--- config.mk ---
export PLATFORM = sky130hd
export DESIGN_NAME = buart_ext_flat
export DESIGN_NICKNAME = d
export VERILOG_FILES = /design/src/rtl/buart_ext_if.sv /design/src/rtl/buart_ext.sv /design/src/flat_wrapper.sv
export SDC_FILE = /design/constraint.sdc
export NUM_CORES = 1
export LEC_CHECK = 0
export ABC_AREA = 1
export ABC_CLOCK_PERIOD_IN_PS = 2800
export CORE_MARGIN = 5
export CORE_UTILIZATION = 45
export DETAILED_ROUTE_END_ITERATION = 10
export PLACE_DENSITY = 0.73
export SYNTH_ARGS = -nofsm -noshare
export SYNTH_HDL_FRONTEND = slang
export SYNTH_SLANG_ARGS = --single-unit
--- constraint.sdc ---
create_clock -name clk -period 2.8 [get_ports clk]
set_input_delay 0.42 -clock clk [delete_from_list [all_inputs] [get_ports clk]]
set_output_delay 0.42 -clock clk [all_outputs]
set_load 0.005 [all_outputs]
--- src/rtl/buart_ext_if.sv ---
`default_nettype none
// +------------------------------------------------------------------------+
// | Module   : buart_ext_if                                                |
// | Purpose  : CPU-side bus bundle for the buart_ext serial transceiver.   |
// | Signals  : wr/tx_data push into the TX FIFO, rd pops the RX FIFO,      |
// |            rx_data/valid show the RX head, busy/tx_full report TX      |
// |            state, clr_err clears overrun/frame_err/parity_err.         |
// | Modports : master = CPU side, slave = transceiver side.                |
// | Revision : 1.0  initial release                                        |
// +------------------------------------------------------------------------+
interface buart_ext_if #(
  parameter int DATA_BITS = 8
);
  logic                 wr;
  logic [DATA_BITS-1:0] tx_data;
  logic                 rd;
  logic [DATA_BITS-1:0] rx_data;
  logic                 valid;
  logic                 busy;
  logic                 tx_full;
  logic                 clr_err;
  logic                 overrun;
  logic                 frame_err;
  logic                 parity_err;

  modport master (
    output wr, tx_data, rd, clr_err,
    input  rx_data, valid, busy, tx_full, overrun, frame_err, parity_err
  );

  modport slave (
    input  wr, tx_data, rd, clr_err,
    output rx_data, valid, busy, tx_full, overrun, frame_err, parity_err
  );
endinterface
`default_nettype wire

--- src/rtl/buart_ext.sv ---
`default_nettype none
// +------------------------------------------------------------------------+
// | Module   : buart_ext                                                   |
// | Purpose  : Full-duplex UART with configurable data width, parity and   |
// |            stop bits, TX/RX FIFOs and sticky receive error flags.      |
// | Ports    : clk     - single clock                                      |
// |            resetq  - asynchronous active-low reset                     |
// |            tx      - serial output, idle high                          |
// |            rx      - serial input, asynchronous to clk                 |
// |            bus     - buart_ext_if.slave CPU-side bundle                |
// | Revision : 1.0  initial release                                        |
// +------------------------------------------------------------------------+
module buart_ext #(
  parameter int FREQ_HZ   = 6000000,
  parameter int BAUDS     = 9600,
  parameter int DATA_BITS = 8,
  parameter int PARITY    = 0,
  parameter int STOP_BITS = 1,
  parameter int TX_DEPTH  = 4,
  parameter int RX_DEPTH  = 4
) (
  input  logic       clk,
  input  logic       resetq,
  output logic       tx,
  input  logic       rx,
  buart_ext_if.slave bus
);
  localparam int C_DIV   = FREQ_HZ / BAUDS;
  localparam int C_PB    = (PARITY != 0) ? 1 : 0;
  localparam int C_FRAME = 1 + DATA_BITS + C_PB + STOP_BITS;
  localparam int C_CW    = $clog2(C_DIV);
  localparam int C_TAW   = $clog2(TX_DEPTH);
  localparam int C_RAW   = $clog2(RX_DEPTH);
  localparam logic [C_CW-1:0] C_BIT_LAST  = C_CW'(C_DIV - 1);
  localparam logic [C_CW-1:0] C_HALF_LAST = C_CW'(C_DIV / 2 - 1);
  localparam logic [2:0]      C_LAST_DBIT = 3'(DATA_BITS - 1);

  localparam logic [0:0] C_TX_IDLE   = 1'b0;
  localparam logic [0:0] C_TX_SHIFT  = 1'b1;
  localparam logic [2:0] C_RX_IDLE   = 3'd0;
  localparam logic [2:0] C_RX_START  = 3'd1;
  localparam logic [2:0] C_RX_DATA   = 3'd2;
  localparam logic [2:0] C_RX_PARITY = 3'd3;
  localparam logic [2:0] C_RX_STOP   = 3'd4;

  // Odd parity makes the total count of ones odd, even makes it even.
  function automatic logic par_bit(input logic [DATA_BITS-1:0] d);
    return (PARITY == 1) ? ~^d : ^d;
  endfunction

  // ---------------- TX FIFO ----------------
  logic [DATA_BITS-1:0] r_tx_mem [TX_DEPTH];
  logic [C_TAW:0]       r_tx_wp, r_tx_rp;
  logic                 w_tx_empty, w_tx_full, w_tx_push, w_tx_load;
  logic [DATA_BITS-1:0] w_tx_head;

  assign w_tx_empty = (r_tx_wp == r_tx_rp);
  assign w_tx_full  = (r_tx_wp[C_TAW] != r_tx_rp[C_TAW]) &&
                      (r_tx_wp[C_TAW-1:0] == r_tx_rp[C_TAW-1:0]);
  // A full FIFO still accepts a write when the shifter pops in the same cycle.
  assign w_tx_push  = bus.wr && (!w_tx_full || w_tx_load);
  assign w_tx_head  = r_tx_mem[r_tx_rp[C_TAW-1:0]];
  assign bus.tx_full = w_tx_full;

  always_ff @(posedge clk) begin
    if (w_tx_push) r_tx_mem[r_tx_wp[C_TAW-1:0]] <= bus.tx_data;
  end

  always_ff @(posedge clk or negedge resetq) begin
    if (!resetq) begin
      r_tx_wp <= '0;
      r_tx_rp <= '0;
    end else begin
      if (w_tx_push) r_tx_wp <= r_tx_wp + 1'b1;
      if (w_tx_load) r_tx_rp <= r_tx_rp + 1'b1;
    end
  end

  // ---------------- TX FSM ----------------
  logic [0:0]         r_tx_state, w_tx_next;
  logic [C_CW-1:0]    r_tx_cnt;
  logic [3:0]         r_tx_bits;
  logic [C_FRAME-2:0] r_tx_sr;
  logic [C_FRAME-1:0] w_tx_frame;
  logic               r_tx;
  logic               w_tx_bit_end, w_tx_frame_end;

  assign w_tx_bit_end   = (r_tx_cnt == '0);
  assign w_tx_frame_end = w_tx_bit_end && (r_tx_bits == 4'd0);
  assign tx             = r_tx;

  always_comb begin
    w_tx_frame               = '1;
    w_tx_frame[0]            = 1'b0;
    w_tx_frame[DATA_BITS:1]  = w_tx_head;
    if (C_PB != 0) w_tx_frame[DATA_BITS+1] = par_bit(w_tx_head);
  end

  always_ff @(posedge clk or negedge resetq) begin
    if (!resetq) r_tx_state <= C_TX_IDLE;
    else         r_tx_state <= w_tx_next;
  end

  always_comb begin
    w_tx_next = r_tx_state;
    case (r_tx_state)
      C_TX_IDLE:  if (!w_tx_empty) w_tx_next = C_TX_SHIFT;
      C_TX_SHIFT: if (w_tx_frame_end && w_tx_empty) w_tx_next = C_TX_IDLE;
      default:    w_tx_next = C_TX_IDLE;
    endcase
  end

  // Reloading straight out of the last stop bit keeps frames contiguous.
  always_comb begin
    w_tx_load = 1'b0;
    bus.busy  = !w_tx_empty || (r_tx_state == C_TX_SHIFT);
    if (!w_tx_empty) begin
      if (r_tx_state == C_TX_IDLE) w_tx_load = 1'b1;
      else if (w_tx_frame_end)     w_tx_load = 1'b1;
    end
  end

  // The start bit goes out on the load edge; the shifter holds the rest.
  always_ff @(posedge clk or negedge resetq) begin
    if (!resetq) begin
      r_tx      <= 1'b1;
      r_tx_sr   <= '1;
      r_tx_cnt  <= '0;
      r_tx_bits <= 4'd0;
    end else if (w_tx_load) begin
      r_tx      <= 1'b0;
      r_tx_sr   <= w_tx_frame[C_FRAME-1:1];
      r_tx_cnt  <= C_BIT_LAST;
      r_tx_bits <= 4'(C_FRAME - 1);
    end else if (r_tx_state == C_TX_SHIFT) begin
      if (!w_tx_bit_end) begin
        r_tx_cnt <= r_tx_cnt - 1'b1;
      end else if (r_tx_bits != 4'd0) begin
        r_tx      <= r_tx_sr[0];
        r_tx_sr   <= {1'b1, r_tx_sr[C_FRAME-2:1]};
        r_tx_bits <= r_tx_bits - 1'b1;
        r_tx_cnt  <= C_BIT_LAST;
      end else begin
        r_tx <= 1'b1;
      end
    end
  end

  // ---------------- RX synchroniser and FSM ----------------
  logic                 r_rx_s1, r_rx_s2;
  logic [2:0]           r_rx_state, w_rx_next;
  logic [C_CW-1:0]      r_rx_cnt;
  logic [2:0]           r_rx_bits;
  logic [DATA_BITS-1:0] r_rx_sr;
  logic                 r_rx_par;
  logic                 w_rx_tick, w_rx_done, w_rx_perr, w_rx_ferr;

  always_ff @(posedge clk or negedge resetq) begin
    if (!resetq) begin
      r_rx_s1 <= 1'b1;
      r_rx_s2 <= 1'b1;
    end else begin
      r_rx_s1 <= rx;
      r_rx_s2 <= r_rx_s1;
    end
  end

  assign w_rx_tick = (r_rx_cnt == '0);

  always_ff @(posedge clk or negedge resetq) begin
    if (!resetq) r_rx_state <= C_RX_IDLE;
    else         r_rx_state <= w_rx_next;
  end

  always_comb begin
    w_rx_next = r_rx_state;
    case (r_rx_state)
      C_RX_IDLE:   if (!r_rx_s2) w_rx_next = C_RX_START;
      C_RX_START:  if (w_rx_tick) w_rx_next = r_rx_s2 ? C_RX_IDLE : C_RX_DATA;
      C_RX_DATA:   if (w_rx_tick && (r_rx_bits == C_LAST_DBIT))
                     w_rx_next = (C_PB != 0) ? C_RX_PARITY : C_RX_STOP;
      C_RX_PARITY: if (w_rx_tick) w_rx_next = C_RX_STOP;
      C_RX_STOP:   if (w_rx_tick) w_rx_next = C_RX_IDLE;
      default:     w_rx_next = C_RX_IDLE;
    endcase
  end

  // The frame is finished at the first stop-bit sample; a second stop bit
  // simply looks like idle line to the next IDLE state.
  always_comb begin
    w_rx_done = (r_rx_state == C_RX_STOP) && w_rx_tick;
    w_rx_ferr = w_rx_done && !r_rx_s2;
    w_rx_perr = w_rx_done && (C_PB != 0) && (r_rx_par != par_bit(r_rx_sr));
  end

  // Counter idles at half a bit so the START check lands mid-bit.
  always_ff @(posedge clk or negedge resetq) begin
    if (!resetq) begin
      r_rx_cnt  <= '0;
      r_rx_bits <= 3'd0;
      r_rx_sr   <= '0;
      r_rx_par  <= 1'b0;
    end else if (r_rx_state == C_RX_IDLE) begin
      r_rx_cnt  <= C_HALF_LAST;
      r_rx_bits <= 3'd0;
    end else if (!w_rx_tick) begin
      r_rx_cnt <= r_rx_cnt - 1'b1;
    end else begin
      r_rx_cnt <= C_BIT_LAST;
      if (r_rx_state == C_RX_DATA) begin
        r_rx_sr   <= {r_rx_s2, r_rx_sr[DATA_BITS-1:1]};
        r_rx_bits <= r_rx_bits + 1'b1;
      end
      if (r_rx_state == C_RX_PARITY) r_rx_par <= r_rx_s2;
    end
  end

  // ---------------- RX FIFO and sticky flags ----------------
  logic [DATA_BITS-1:0] r_rx_mem [RX_DEPTH];
  logic [C_RAW:0]       r_rx_wp, r_rx_rp;
  logic                 w_rx_empty, w_rx_full, w_rx_push, w_rx_pop, w_ovr;
  logic                 r_ovr, r_ferr, r_perr;

  assign w_rx_empty = (r_rx_wp == r_rx_rp);
  assign w_rx_full  = (r_rx_wp[C_RAW] != r_rx_rp[C_RAW]) &&
                      (r_rx_wp[C_RAW-1:0] == r_rx_rp[C_RAW-1:0]);
  assign w_rx_pop   = bus.rd && !w_rx_empty;
  assign w_rx_push  = w_rx_done && (!w_rx_full || w_rx_pop);
  assign w_ovr      = w_rx_done && w_rx_full && !w_rx_pop;

  assign bus.valid      = !w_rx_empty;
  assign bus.rx_data    = w_rx_empty ? '0 : r_rx_mem[r_rx_rp[C_RAW-1:0]];
  assign bus.overrun    = r_ovr;
  assign bus.frame_err  = r_ferr;
  assign bus.parity_err = r_perr;

  always_ff @(posedge clk) begin
    if (w_rx_push) r_rx_mem[r_rx_wp[C_RAW-1:0]] <= r_rx_sr;
  end

  // A new error outranks clr_err in the same cycle.
  always_ff @(posedge clk or negedge resetq) begin
    if (!resetq) begin
      r_rx_wp <= '0;
      r_rx_rp <= '0;
      r_ovr   <= 1'b0;
      r_ferr  <= 1'b0;
      r_perr  <= 1'b0;
    end else begin
      if (w_rx_push) r_rx_wp <= r_rx_wp + 1'b1;
      if (w_rx_pop)  r_rx_rp <= r_rx_rp + 1'b1;
      if (w_ovr)            r_ovr  <= 1'b1;
      else if (bus.clr_err) r_ovr  <= 1'b0;
      if (w_rx_ferr)        r_ferr <= 1'b1;
      else if (bus.clr_err) r_ferr <= 1'b0;
      if (w_rx_perr)        r_perr <= 1'b1;
      else if (bus.clr_err) r_perr <= 1'b0;
    end
  end
endmodule
`default_nettype wire

--- src/flat_wrapper.sv ---
// flat-port wrapper written by rule: the top's interface ports become plain ports
module buart_ext_flat 
#(
  parameter int FREQ_HZ   = 6000000,
  parameter int BAUDS     = 9600,
  parameter int DATA_BITS = 8,
  parameter int PARITY    = 0,
  parameter int STOP_BITS = 1,
  parameter int TX_DEPTH  = 4,
  parameter int RX_DEPTH  = 4
)
  (clk, resetq, tx, rx, bus_wr, bus_tx_data, bus_rd, bus_clr_err, bus_rx_data, bus_valid, bus_busy, bus_tx_full, bus_overrun, bus_frame_err, bus_parity_err);
  buart_ext_if #(.DATA_BITS(DATA_BITS)) bus_i ();
  input  logic clk;
  input  logic resetq;
  output logic tx;
  input  logic rx;
  input wire logic [$bits(bus_i.wr)-1:0] bus_wr;
  input wire logic [$bits(bus_i.tx_data)-1:0] bus_tx_data;
  input wire logic [$bits(bus_i.rd)-1:0] bus_rd;
  input wire logic [$bits(bus_i.clr_err)-1:0] bus_clr_err;
  output wire logic [$bits(bus_i.rx_data)-1:0] bus_rx_data;
  output wire logic [$bits(bus_i.valid)-1:0] bus_valid;
  output wire logic [$bits(bus_i.busy)-1:0] bus_busy;
  output wire logic [$bits(bus_i.tx_full)-1:0] bus_tx_full;
  output wire logic [$bits(bus_i.overrun)-1:0] bus_overrun;
  output wire logic [$bits(bus_i.frame_err)-1:0] bus_frame_err;
  output wire logic [$bits(bus_i.parity_err)-1:0] bus_parity_err;
  assign bus_i.wr = bus_wr;
  assign bus_i.tx_data = bus_tx_data;
  assign bus_i.rd = bus_rd;
  assign bus_i.clr_err = bus_clr_err;
  assign bus_rx_data = bus_i.rx_data;
  assign bus_valid = bus_i.valid;
  assign bus_busy = bus_i.busy;
  assign bus_tx_full = bus_i.tx_full;
  assign bus_overrun = bus_i.overrun;
  assign bus_frame_err = bus_i.frame_err;
  assign bus_parity_err = bus_i.parity_err;
  buart_ext #(.FREQ_HZ(FREQ_HZ), .BAUDS(BAUDS), .DATA_BITS(DATA_BITS), .PARITY(PARITY), .STOP_BITS(STOP_BITS), .TX_DEPTH(TX_DEPTH), .RX_DEPTH(RX_DEPTH)) u_core (.clk(clk), .resetq(resetq), .tx(tx), .rx(rx), .bus(bus_i));
endmodule
==> results of run 1 <==
-- worst max path at each step --
stage,from,to,slack (ns)
floorplan,u_core.r_tx_bits[0],u_core.r_tx_mem[0][0],0.75
global placement,u_core.r_rx_rp[0],u_core.r_rx_mem[2][4],0.51
detailed placement,u_core.r_tx_bits[0],u_core.r_tx_mem[3][4],0.36
CTS,u_core.r_rx_rp[0],bus_rx_data[1],0.04
global route,u_core.r_rx_rp[0],bus_rx_data[0],0.01
finish,u_core.r_rx_rp[0],bus_rx_data[1],0.20
-- where the power goes --
part	switching [mW]	leakage [nW]	internal [mW]	total (mW)
logic	0.938	1.45	0.714	1.65
clock network	0.843	0.238	1.13	1.98
registers	0.268	1.44	2.32	2.59
total	2.05	3.13	4.17	6.21
-- layout by cell type (no fill, tap or decap), drive strengths merged --
master	Yosys	final
nand2	127	127
nor2	84	84
inv	69	73
edfxtp	64	64
o21ai	57	57
dfrtp	53	53
nand3	47	47
clkdlybuf4s50	0	26
o22ai	19	19
clkbuf	3	17
ha	16	16
dfstp	11	11
xnor2	9	9
xor2	8	8
clkinvlp	0	8
a21oi	7	7
nand4	6	6
nor3	4	4
buf	13	4
clkinv	1	4
or2	1	1
nor3b	1	1
and3	1	1
nand3b	1	1
conb	1	1
dlygate4sd3	0	1
-- metrics by stage --
stage,hold WS (ns),setup slack [ns],cell area [um^2],instances
6_report,0.355,0.201,6930,826
4_1_cts,0.356,0.0434,6930,826
5_1_grt,0.357,0.0110,6930,826
2_1_floorplan,0.124,0.748,5990,603
3_5_place_dp,0.348,0.359,6380,793
3_3_place_gp,0.346,0.510,6380,793
-- cell families (layout without fill, tap and decap cells) --
| family | count (synthesis) | after routing | share of synthesized area, % |
|---|---|---|---|
| AO/OA/AOI/OAI | 83 | 83 | 7.33 |
| XOR/XNOR | 17 | 17 | 3.24 |
| adder cells (fa/ha/maj) | 16 | 16 | 3.34 |
| buffers and inverters | 86 | 133 | 6.43 |
| flip-flops | 128 | 128 | 59.1 |
| other | 1 | 1 | 0.0626 |
| AND/OR/NAND/NOR | 272 | 272 | 20.5 |
-- registers in the layout (all words and copies together) (netlist names), 3 cells and up --
signal and cells:
u_core.r_tx_cnt 10, u_core.r_rx_rp 3, u_core.r_tx_mem 32, u_core.r_tx_rp 3, u_core.r_rx_sr 8, u_core.r_rx_wp 3, u_core.r_rx_cnt 10, u_core.r_tx_sr 8
u_core.r_tx_wp 3, u_core.r_tx_bits 4, u_core.r_rx_mem 32, u_core.r_rx_state 3, u_core.r_rx_bits 3
-- critical path, stage by stage (launching register included) --
cell and delay (ns):
dfrtp_2 0.53, inv_4 0.20, nand2_1 0.07, nand2_1 0.09
nand4_2 0.24, nand2_1 0.15, inv_1 0.05, clkdlybuf4s50_1 0.44
-- layer usage --
metal / up-vias / wire length [um]
met2: 74 / 5500
met1: 1980 / 5130
met3: 19 / 461
met4: 0 / 244
met5: - / 0
li1: 2069 / -
-- area by class of cell --
class                   count  share of cell area, %
multi-input cells         389                   29.8
clock inverters            15                   1.63
well taps                 176                   3.18
repair buffers             31                   4.30
flip-flops and latches    128                   51.1
inverters                  70                   3.85
clock buffers              17                   6.14
-- timing repair --
item                       CTS  global route
hold endpoints to repair    15             0
setup endpoints to repair    0             9
resized for setup            0             1
hold buffers                 1             0
==> metrics.txt, run 1 <==
ys flop type edfxtp_1; root buffer cell clkbuf_16; Routed WL 11300 um; Hold Path Stages 0; 1st-iter DRT viols 276; vias per std cell 5.01; CTS tree built; Crit Path Class reg -> out; die area 15700 um^2; EDFF count, synth 64; Critical Path Sink Type output pin; Setup TNS Final 0 ns; final critical-path required period 2.60 ns; met1 Use GR 19.3%; antenna-violating nets left 0; cell area after synthesis 5990 um^2; num rows 42; register area 3540 um^2; largest net degree at the start of global routing 32; share of the synthesized area in the top cell type 32.1%; Final Cycle Share 92.8%; Pleak 3.13 nW; met3 GRT Util 4.73%; Pwr Density 897 nW/um^2; Yosys warning total 0; Multi-input gate area 2070 um^2; Post-Syn Area per Cell 9.93 um^2; most common library cells after synthesis nand2_1, nor2_1, edfxtp_1; number of setup violations in the final report 0; layout cells sized above 1 13.4%; gr usage total 15.5%; I/O Pins 29; reg2reg setup slack 0.38 ns; hold path startpoint u_core.r_rx_s1; number of global-route vias before repair 4068; initial antenna violation count 0; max cap viols 0; worst hold path endpoint u_core.r_rx_s2; WL/cell 13.7 um; fmax 0.385 GHz; Final Skew 0.00539 ns; outcome finished, final reports clean; clock transition at the registers of the reported paths 0.06 ns; Clock Path Buffers 2; ys async rst share 50.0%; met2 Use GR 25.3%; cells after synthesis 603; vias 4142; number of diodes 0; Post-CTS Setup Bufs 0; core region area 13100 um^2; RR Startpoint u_core.r_tx_bits[0]; drt first pass iters 6; Worst EP arrival 2.18 ns; RSZ-0062 raised after global routing no; DP HPWL 8060 um; clock tree sinks 128; crit start category register; Slew headroom 52.1%; Synth area leaders edfxtp_1, dfrtp_1, nand2_1; Hold Vio Cnt, Final 0; Initial Util 45.6%; Die X 125 um; Slew Limit Fails 0; htree depth 4; top-count cell post-synth nand2_1; RD Place Congestion 0.890; post-synthesis sequential area ratio 59.1%; fillers 1157; post-layout utilization of the core 52.7%; area growth from synthesis to layout 15.7%; Port Buffer Count 27; reg-to-reg endpoint u_core.r_tx_mem[3][1]; Power, Total 6.21 mW; latest clock arrival within the worst-skew pair 0.42 ns; NumNets Final 667; critical path required time 2.38 ns; gr ovfl total 0; worst slew pin tran 0.716 ns; Hold Crit Class reg -> reg; area leader, netlist edfxtp_1; first-pass GRT wire length 19600 um; chip height 125 um; Worst VDD drop 536 uV; Max FO, Critical Path 19; Synth Net Count 633; CTS buffer count 17; number of cells on the worst reg-to-reg path 9; FF+latch count, synth 128; post-synthesis cell type count 39; drc violations 0; busiest grt layer met2
(Power assumes the default switching activity.)
==> run 2, diff against run 1 <==
--- a/config.mk
+++ b/config.mk
@@ -8,9 +8,10 @@
 export ABC_AREA = 1
 export ABC_CLOCK_PERIOD_IN_PS = 2800
 export CORE_MARGIN = 5
-export CORE_UTILIZATION = 45
+export CORE_UTILIZATION = 50
 export DETAILED_ROUTE_END_ITERATION = 10
-export PLACE_DENSITY = 0.73
+export PLACE_DENSITY = 0.79
+export SETUP_SLACK_MARGIN = 0.2
 export SYNTH_ARGS = -nofsm -noshare
 export SYNTH_HDL_FRONTEND = slang
 export SYNTH_SLANG_ARGS = --single-unit
==> run 2 against run 1 <==
Critical endpoint is now bus_rx_data[6]. Hold slack got worse by 0.32 ns. Clock-buffer cell count increased by 5. Combinational power increased by 4%. Maximum frequency increased by 7.3%. Final cell count decreased by 3.5%. Die area decreased by 9.2%. Design area increased by 1.4%. Sequential cell count unchanged.
==> metrics.txt, run 2 (synthesis gave the netlist of run 1 again) <==
Crit Path Class reg -> out; area growth from synthesis to layout 17.3%; Sw Share 29.8%; number of diodes 0; Die X 119 um; CTS buffer count 17; RD Place Congestion 0.895; RSZ-0062 raised after global routing no; met1 Use GR 20.9%; setup ws final 0.378 ns; Critical Path Sink Type output pin; DP HPWL 7810 um; root buffer cell clkbuf_16; met2 Use GR 28.4%; gr ovfl total 0; met3 GRT Util 5.70%; critical path required time 2.38 ns; max cap viols 0; htree depth 4; Clock Path Buffers 2; antenna-violating nets left 0; RR Startpoint u_core.r_tx_bits[0]; drt first pass iters 5; Port Buffer Count 27; reg2reg setup slack 0.41 ns; Final Cycle Share 86.5%; NetSw 1.99 mW; largest net degree at the start of global routing 37; Largest delay share family, worst path buffers and inverters; Setup TNS Final 0 ns; Hold Vio Cnt, Final 0; vias per std cell 5.23; Comb power frac 25.7%; Pwr Density 951 nW/um^2; Final Skew 0.00870 ns; Routed WL 11200 um; NumNets Final 667; leading cell type in the layout, fill and taps excluded nand2_1; number of global-route vias before repair 4073; number of cells on the worst reg-to-reg path 9; 1st-iter DRT viols 269; final critical-path required period 2.42 ns; busiest grt layer met2; gr usage total 17.0%; crit start category register; initial antenna violation count 0; CTS tree built; Worst VDD drop 712 uV; reg-to-reg endpoint u_core.r_tx_mem[3][5]; fmax 0.413 GHz; Initial Util 50.5%; Hold Crit Class in -> async; Flop pwr share 38.4%; latest clock arrival within the worst-skew pair 0.41 ns; Worst EP arrival 2.00 ns; outcome finished, final reports clean; num rows 40; vias 4168; Slew Limit Fails 0; I/O Pins 29; Slowest cell on crit path clkdlybuf4s50_1; die area 14300 um^2; Critical path buffers and inverters 2; Slew headroom 54.0%; worst slew pin tran 0.688 ns; P_int 4.69 mW; number of setup violations in the final report 0; layout cells sized above 1 13.2%; core region area 11900 um^2; Max FO, Critical Path 10; drc violations 0; chip height 119 um; clock tree sinks 128; WL/cell 14.0 um; clock share of power 35.9%; cell breakdown of the critical path xnor2_1 -> nand4_4 -> nand2_1 -> inv_1 -> clkdlybuf4s50_1; first-pass GRT wire length 19300 um; Pleak 3.20 nW; Power, Total 6.68 mW; clock transition at the registers of the reported paths 0.05 ns; commonest cells after routing, fill and taps aside nand2_1, nor2_1, edfxtp_1, inv_1, dfrtp_1; crit-path max cell delay 0.44 ns; DP Worst Slack 0.434 ns
run 2: area by class of cell:
cell class              count  area (um^2)
inverters                  70          267
clock inverters            10          185
fillers                   927         4840
well taps                 147          184
multi-input cells         389         2080
flip-flops and latches    128         3540
clock buffers              22          464
repair buffers             31          308
run 2: per-stage QoR:
stage	cells	utilization (%)	cell area (um^2)	hold WS (ns)
after floorplan	603	-	5990	0.124
after global placement	764	53.6	6350	0.347
after detailed placement	764	53.6	6350	0.347
after CTS	797	59.1	7010	0.0493
after global routing	797	59.2	7020	0.0857
final	797	59.2	7020	0.0375
run 2: worst max-delay path by stage:
stage,from,endpoint,slack [ns],cells past startpoint
after floorplan,u_core.r_tx_bits[0],u_core.r_tx_mem[0][0],0.75,9
after global placement,u_core.r_tx_bits[0],u_core.r_tx_mem[2][0],0.58,9
after detailed placement,u_core.r_tx_bits[0],u_core.r_tx_mem[2][1],0.43,9
after CTS,u_core.r_rx_rp[1],bus_rx_data[6],0.27,6
after global routing,u_core.r_tx_cnt[0],u_core.r_tx_mem[2][2],0.21,10
final,u_core.r_rx_wp[2],bus_rx_data[6],0.38,5
run 2: metal layers:
layer  up-vias  wire length [um]
met5         -                 0
met4         0               152
met3        17               519
met2        97              5660
met1      1991              4840
li1       2063                 -
run 2: power by group through the flow:
| stage | Combinational (mW) | Sequential (mW) | Clock, mW |
|---|---|---|---|
| finish | 1.72 | 2.56 | 2.40 |
| global route | 1.94 | 2.60 | 2.54 |
| CTS | 1.72 | 2.56 | 2.44 |
| detailed placement | 1.67 | 2.60 | 0 |
| global placement | 1.60 | 2.59 | 0 |
| floorplan | 1.27 | 2.50 | 0 |
run 2: what timing repair did:
| item | CTS | global route |
|---|---|---|
| buffers inserted | 1 | 0 |
| hold buffers | 0 | 0 |
| resized for setup | 1 | 2 |
| endpoints found under the setup margin | 9 | 8 |
